--- src/rtl/fetch_pkg.sv ---
// Shared types and constants for the instruction fetch controller.
// Latency: n/a (types only).
// Backpressure: n/a (types only).
package fetch_pkg;

  localparam int XLEN = 32;

  localparam logic [XLEN-1:0] OP_ECALL  = 32'h0000_0073;
  localparam logic [XLEN-1:0] OP_EBREAK = 32'h0010_0073;

  typedef enum logic [1:0] {
    IDLE  = 2'd0,
    RUN   = 2'd1,
    HALT  = 2'd2,
    FAULT = 2'd3
  } fetch_state_e;

  // One fetched instruction together with the byte address it came from.
  typedef struct packed {
    logic [XLEN-1:0] pc;
    logic [XLEN-1:0] inst;
  } fetch_entry_t;

endpackage

--- src/rtl/fetch_fifo.sv ---
// DEPTH-entry synchronous FIFO of fetch entries with a single-cycle flush.
// Latency: a pushed entry can appear at the head one cycle after the push.
// Backpressure: push is dropped when full unless a pop frees a slot in the same cycle.
module fetch_fifo
  import fetch_pkg::*;
#(
  parameter int DEPTH = 2
) (
  input  logic         clk,
  input  logic         rst_n,
  input  logic         push,
  input  fetch_entry_t push_dat,
  input  logic         pop,
  input  logic         flush,
  output logic         full,
  output logic         empty,
  output fetch_entry_t head
);

  localparam int AW = (DEPTH > 1) ? $clog2(DEPTH) : 1;
  localparam logic [AW:0] DEPTH_CNT = (AW + 1)'(DEPTH);

  logic [AW-1:0] rd_ptr_q, rd_ptr_d;
  logic [AW-1:0] wr_ptr_q, wr_ptr_d;
  logic [AW:0]   count_q, count_d;
  fetch_entry_t  mem_q [DEPTH];
  fetch_entry_t  mem_d [DEPTH];
  logic          do_push;
  logic          do_pop;

  assign full    = (count_q == DEPTH_CNT);
  assign empty   = (count_q == '0);
  assign head    = mem_q[rd_ptr_q];
  assign do_pop  = pop && !empty;
  assign do_push = push && (!full || do_pop);

  // Next pointers, occupancy and storage; flush discards everything after any pop.
  always_comb begin
    mem_d    = mem_q;
    rd_ptr_d = rd_ptr_q;
    wr_ptr_d = wr_ptr_q;
    count_d  = count_q;
    if (flush) begin
      rd_ptr_d = '0;
      wr_ptr_d = '0;
      count_d  = '0;
    end else begin
      if (do_push) begin
        mem_d[wr_ptr_q] = push_dat;
        wr_ptr_d        = wr_ptr_q + 1'b1;
      end
      if (do_pop) begin
        rd_ptr_d = rd_ptr_q + 1'b1;
      end
      case ({do_push, do_pop})
        2'b10:   count_d = count_q + 1'b1;
        2'b01:   count_d = count_q - 1'b1;
        default: count_d = count_q;
      endcase
    end
  end

  // State registers; storage is zeroed on reset so the head reads as zero.
  always_ff @(posedge clk or negedge rst_n) begin
    if (!rst_n) begin
      rd_ptr_q <= '0;
      wr_ptr_q <= '0;
      count_q  <= '0;
      for (int i = 0; i < DEPTH; i++) begin
        mem_q[i] <= '0;
      end
    end else begin
      rd_ptr_q <= rd_ptr_d;
      wr_ptr_q <= wr_ptr_d;
      count_q  <= count_d;
      for (int i = 0; i < DEPTH; i++) begin
        mem_q[i] <= mem_d[i];
      end
    end
  end

endmodule

--- src/rtl/inst_fetch_ctrl.sv ---
// Instruction fetch controller: owns the fetch PC, reads imem, queues words for decode.
// Latency: a word fetched in cycle t is visible on inst in cycle t+1 at the earliest.
// Backpressure: full queue without a pop stalls fetch; fetch_pc holds, nothing is pushed.
module inst_fetch_ctrl
  import fetch_pkg::*;
#(
  parameter int           N        = 32,
  parameter logic [N-1:0] RESET_PC = '0,
  parameter int           DEPTH    = 2,
  parameter int           INST_NUM = 50
) (
  input  logic         clk,
  input  logic         rst_n,
  input  logic         start,
  output logic [N-1:0] imem_adr,
  input  logic [N-1:0] imem_data,
  input  logic         redirect_valid,
  input  logic [N-1:0] redirect_pc,
  output logic         inst_valid,
  input  logic         inst_ready,
  output logic [N-1:0] inst,
  output logic [N-1:0] inst_pc,
  output logic         halted,
  output logic         fault
);

  localparam logic [N-1:0] INST_LIM = N'(INST_NUM);

  fetch_state_e state_q, state_d;
  logic [N-1:0] fetch_pc_q, fetch_pc_d;

  logic         q_push;
  logic         q_pop;
  logic         q_flush;
  logic         q_full;
  logic         q_empty;
  fetch_entry_t q_in;
  fetch_entry_t q_head;
  logic [N-1:0] word_idx;
  logic         addr_fault;
  logic         can_fetch;
  logic         is_stop_op;

  assign imem_adr   = fetch_pc_q;
  assign inst_valid = !q_empty;
  assign inst       = N'(q_head.inst);
  assign inst_pc    = N'(q_head.pc);
  assign halted     = (state_q == HALT);
  assign fault      = (state_q == FAULT);

  assign q_pop      = !q_empty && inst_ready;
  // A slot is available if the queue has room or the head leaves this cycle.
  assign can_fetch  = !q_full || q_pop;
  assign word_idx   = {2'b00, fetch_pc_q[N-1:2]};
  assign addr_fault = (fetch_pc_q[1:0] != 2'b00) || (word_idx >= INST_LIM);
  assign is_stop_op = (imem_data == N'(OP_ECALL)) || (imem_data == N'(OP_EBREAK));
  assign q_in.pc    = XLEN'(fetch_pc_q);
  assign q_in.inst  = XLEN'(imem_data);

  // Next state: redirect beats the fault check, which beats fetch and halt detection.
  always_comb begin
    state_d    = state_q;
    fetch_pc_d = fetch_pc_q;
    q_push     = 1'b0;
    q_flush    = 1'b0;
    case (state_q)
      IDLE: begin
        if (start) begin
          state_d = RUN;
        end
      end
      RUN: begin
        if (redirect_valid) begin
          q_flush    = 1'b1;
          fetch_pc_d = redirect_pc;
        end else if (can_fetch) begin
          if (addr_fault) begin
            state_d = FAULT;
          end else begin
            q_push     = 1'b1;
            fetch_pc_d = fetch_pc_q + N'(4);
            if (is_stop_op) begin
              state_d = HALT;
            end
          end
        end
      end
      HALT, FAULT: begin
        if (redirect_valid) begin
          q_flush    = 1'b1;
          fetch_pc_d = redirect_pc;
          state_d    = RUN;
        end
      end
      default: state_d = IDLE;
    endcase
  end

  // Controller state and fetch PC registers.
  always_ff @(posedge clk or negedge rst_n) begin
    if (!rst_n) begin
      state_q    <= IDLE;
      fetch_pc_q <= RESET_PC;
    end else begin
      state_q    <= state_d;
      fetch_pc_q <= fetch_pc_d;
    end
  end

  fetch_fifo #(
    .DEPTH (DEPTH)
  ) u_fifo (
    .clk      (clk),
    .rst_n    (rst_n),
    .push     (q_push),
    .push_dat (q_in),
    .pop      (q_pop),
    .flush    (q_flush),
    .full     (q_full),
    .empty    (q_empty),
    .head     (q_head)
  );

endmodule

--- config.mk ---
export PLATFORM = sky130hd
export DESIGN_NAME = inst_fetch_ctrl
export DESIGN_NICKNAME = d
export VERILOG_FILES = /design/src/rtl/fetch_pkg.sv /design/src/rtl/fetch_fifo.sv /design/src/rtl/inst_fetch_ctrl.sv
export SDC_FILE = /design/constraint.sdc
export NUM_CORES = 1
export LEC_CHECK = 0
export BUFFER_PORTS_ARGS = -buffer_cell sky130_fd_sc_hd__clkbuf_2
export CORE_ASPECT_RATIO = 1.1
export CORE_UTILIZATION = 30
export CTS_BUF_LIST = sky130_fd_sc_hd__clkbuf_4
export CTS_CLUSTER_SIZE = 14
export DETAILED_ROUTE_END_ITERATION = 8
export SKIP_CTS_REPAIR_TIMING = 1
export SYNTH_ARGS = -nofsm -noshare
export SYNTH_HDL_FRONTEND = slang
export SYNTH_SLANG_ARGS = --single-unit
--- constraint.sdc ---
create_clock -name clk -period 2.6 [get_ports clk]
set_clock_uncertainty 0.05 [all_clocks]
set_input_delay 0 -clock clk [delete_from_list [all_inputs] [get_ports clk]]
set_output_delay 0 -clock clk [all_outputs]
set_load 0.005 [all_outputs]
==> out/results.ini <==
[placed_design]
gp_congestion=0.796
port_buffers=167
dp_slack_ps=142
placed_cell_area_um2=8770
place_hpwl_mm=12.9

[flow_run]
drv_cap=0

[setup_path]
reg2regPathDepth=6
slowest_delay_ps=440
critPathMaxFanout=32
crit_type=flop to flop
critPathCaptureType=flop
cp_slowest_cell=dfrtp_1
arrival_ps=2850
start_kind=flop
cp.required_ps=2990
crit_chain=nor4_1 > nand3_1 > nor4_4 > nor2b_4 > buf_12 > mux2_2

[logic_synthesis]
yosysMostFrequentCell=dfrtp_1
synth_edf_count=0
ys_top_cells_by_count=166 x dfrtp_1, 106 x mux2_2, 35 x mux2_1, 31 x nor2_1, 29 x and2_1
synthesis.area_um2=7390
synthCells=592
ys_ff_latch=166
yosys-mux-area-fraction_pct=21.6
synth_top_family_by_area=multiplexers
ys_seq_area_share_pct=56.2
yosys.area_share.simple_pct=12.7
syn_nets=663
syn_area_per_cell_um2=12.5
synth-xor-area-share_pct=0.474
synth_warnings=0
synth_cell_types=48
yosys.area.top_type=dfrtp_1
ys.flop_type=dfrtp_1
synth_top_cell_area_share_pct=56.2
synth-compound-area-share_pct=5.82
ys_async_sr_fraction_pct=100
synthAdderAreaFrac_pct=0.339
synth_area_leaders=dfrtp_1 56%, mux2_2 16%, mux2_1 5.3%

[global_routing]
grt_pass1_vias=5520
grt_antenna_before_repair=0
grt_usage_pct=15.1
grt_max_degree=65
gr-total-overflow=0
grt_pass1_wl_mm=29.8

[floorplanning]
core_area_um2=23900
die_w_um=152
dieArea_um2=25300
die_h_um=167
start_util_pct=30.9
std_cell_rows=59
ios=168

[timing]
hold_viol_final=0
slew_headroom_pct=63.4
drv_slew=0
fmax_mhz=408
grt_setup_unrepaired=no
fin_ws_ps=148
min_period_ps=2450
fin_setup_tns_ps=0
setup_viol=0
fin_crit_sh_pct=94.3
worst_slew_pin_slew_ps=545

[clock_tree]
cts_tree=built
clockBufferDepth=2
path_clk_slew_ps=160
cts_buffers=17
htree_levels=4
cts-root-buf=clkbuf_4
clock_latency_ps=550
clock_sinks=166

[status]
outcome=finished clean

[route]
vias=5599
routed_via_density=4.78
wl_per_cell_um=16.3
drtPass1Iterations=4
initialDrtViolationCount=261
ant_nets=0
drt-total-wl_mm=19.1
drc=0

[cells_and_area]
multi_input_area_um2=3050
nets=925
syn_to_final_growth_pct=33.4
layout-drive-gt1-share_pct=40.5
fin_area_um2=9860
diodes=0
fillers=2333
regArea_um2=4160

[pwr]
power_density_nw_per_um2=516
vdd_ir_drop_max_v=0.000236
power_leakage_nw=5.01

[worst_hold_path]
hold_depth=3
worst_hold_path_type=input pin to flop

## power by group
group / internal, mW / switching, mW / total, mW
clock network: 0.697 / 1.01 / 1.70
logic: 0.309 / 0.331 / 0.639
registers: 2.65 / 0.0924 / 2.74
## state kept, by name, indices dropped and copies added (netlist names)
signal and count:
state_q 2, imem_adr 32, u_fifo.rd_ptr_q 1, u_fifo.count_q 2, u_fifo.mem_q 128, u_fifo.wr_ptr_q 1
## critical path: cells and delay by family, from the launching register on
kind | cells | cell delay [ps]
buffers and inverters | 1 | 220
flip-flops | 1 | 440
multiplexers | 1 | 350
AND/OR/NAND/NOR | 4 | 1270
## stage by stage
stage,hold WS (ps),power (mW),instances,utilization [%]
6_report,166,5.09,1171,41.2
5_1_grt,114,5.36,1171,41.2
4_1_cts,-686,5.07,1097,38.0
3_5_place_dp,-23.2,3.34,1066,36.7
3_3_place_gp,-24.2,3.33,1066,36.7
2_1_floorplan,-346,2.99,592,-
## area by class of cell
class	count	share of cell area, %
inverters	9	0.343
clock inverters	14	1.95
multi-input cells	387	30.9
repair buffers	273	19.4
flip-flops and latches	166	42.2
clock buffers	17	1.29
well taps	305	3.87
## routing by layer
| layer | vias to the layer above | share of wire [%] | global-route usage [%] |
|---|---|---|---|
| li1 | 2635 | - | - |
| met2 | 172 | 48 | 24.1 |
| met1 | 2780 | 45 | 19.7 |
| met3 | 12 | 6.2 | 4.63 |
| met5 | - | 0 | 0 |
| met4 | 0 | 0.80 | 3.92 |
## path summary, 6_finish.rpt
check | to | slack [ps] | startpoint
worst max-delay path | u_fifo.mem_q[68] | 150 | imem_adr[31]
worst min-delay path | u_fifo.mem_q[84] | 170 | imem_data[20]
worst max register to register | u_fifo.mem_q[68] | 150 | imem_adr[31]
worst min register to register | u_fifo.mem_q[48] | 450 | u_fifo.mem_q[48]
max in group asynchronous | u_fifo.mem_q[77] | 1690 | rst_n
min in group asynchronous | u_fifo.mem_q[58] | 480 | rst_n
## cell usage in the layout (no fill, tap or decap), types with 2 or more instances in the layout
cell type / instances
nor3_1: 4
dlygate4sd3_1: 73
and2_1: 29
ha_1: 2
nor4_1: 11
a31o_2: 2
and4_1: 2
nand4_1: 4
nor4_2: 2
nand2b_1: 3
clkbuf_4: 17
clkbuf_2: 166
nand3_1: 17
inv_8: 2
xnor2_1: 3
bufinv_16: 3
nor2b_1: 26
buf_12: 6
inv_6: 5
o32ai_1: 4
mux2_2: 106
a22o_1: 2
inv_1: 9
and3_1: 3
or3_1: 3
a21oi_1: 21
dfrtp_1: 164
mux2_1: 35
or2_2: 4
o22ai_1: 18
o21ai_0: 7
nand2_1: 23
a22oi_1: 7
buf_4: 26
nor2_1: 30
or4_1: 2
## cells by family after synthesis
| group | after synthesis |
|---|---|
| xor gates and xnor gates | 4 |
| DFF | 166 |
| and+or+nand+nor | 171 |
| adders and majority gates | 2 |
| muxes | 142 |
| buffers and inverters | 39 |
| AOI/OAI and AO/OA | 68 |
Power figures use the tool's default switching activity.
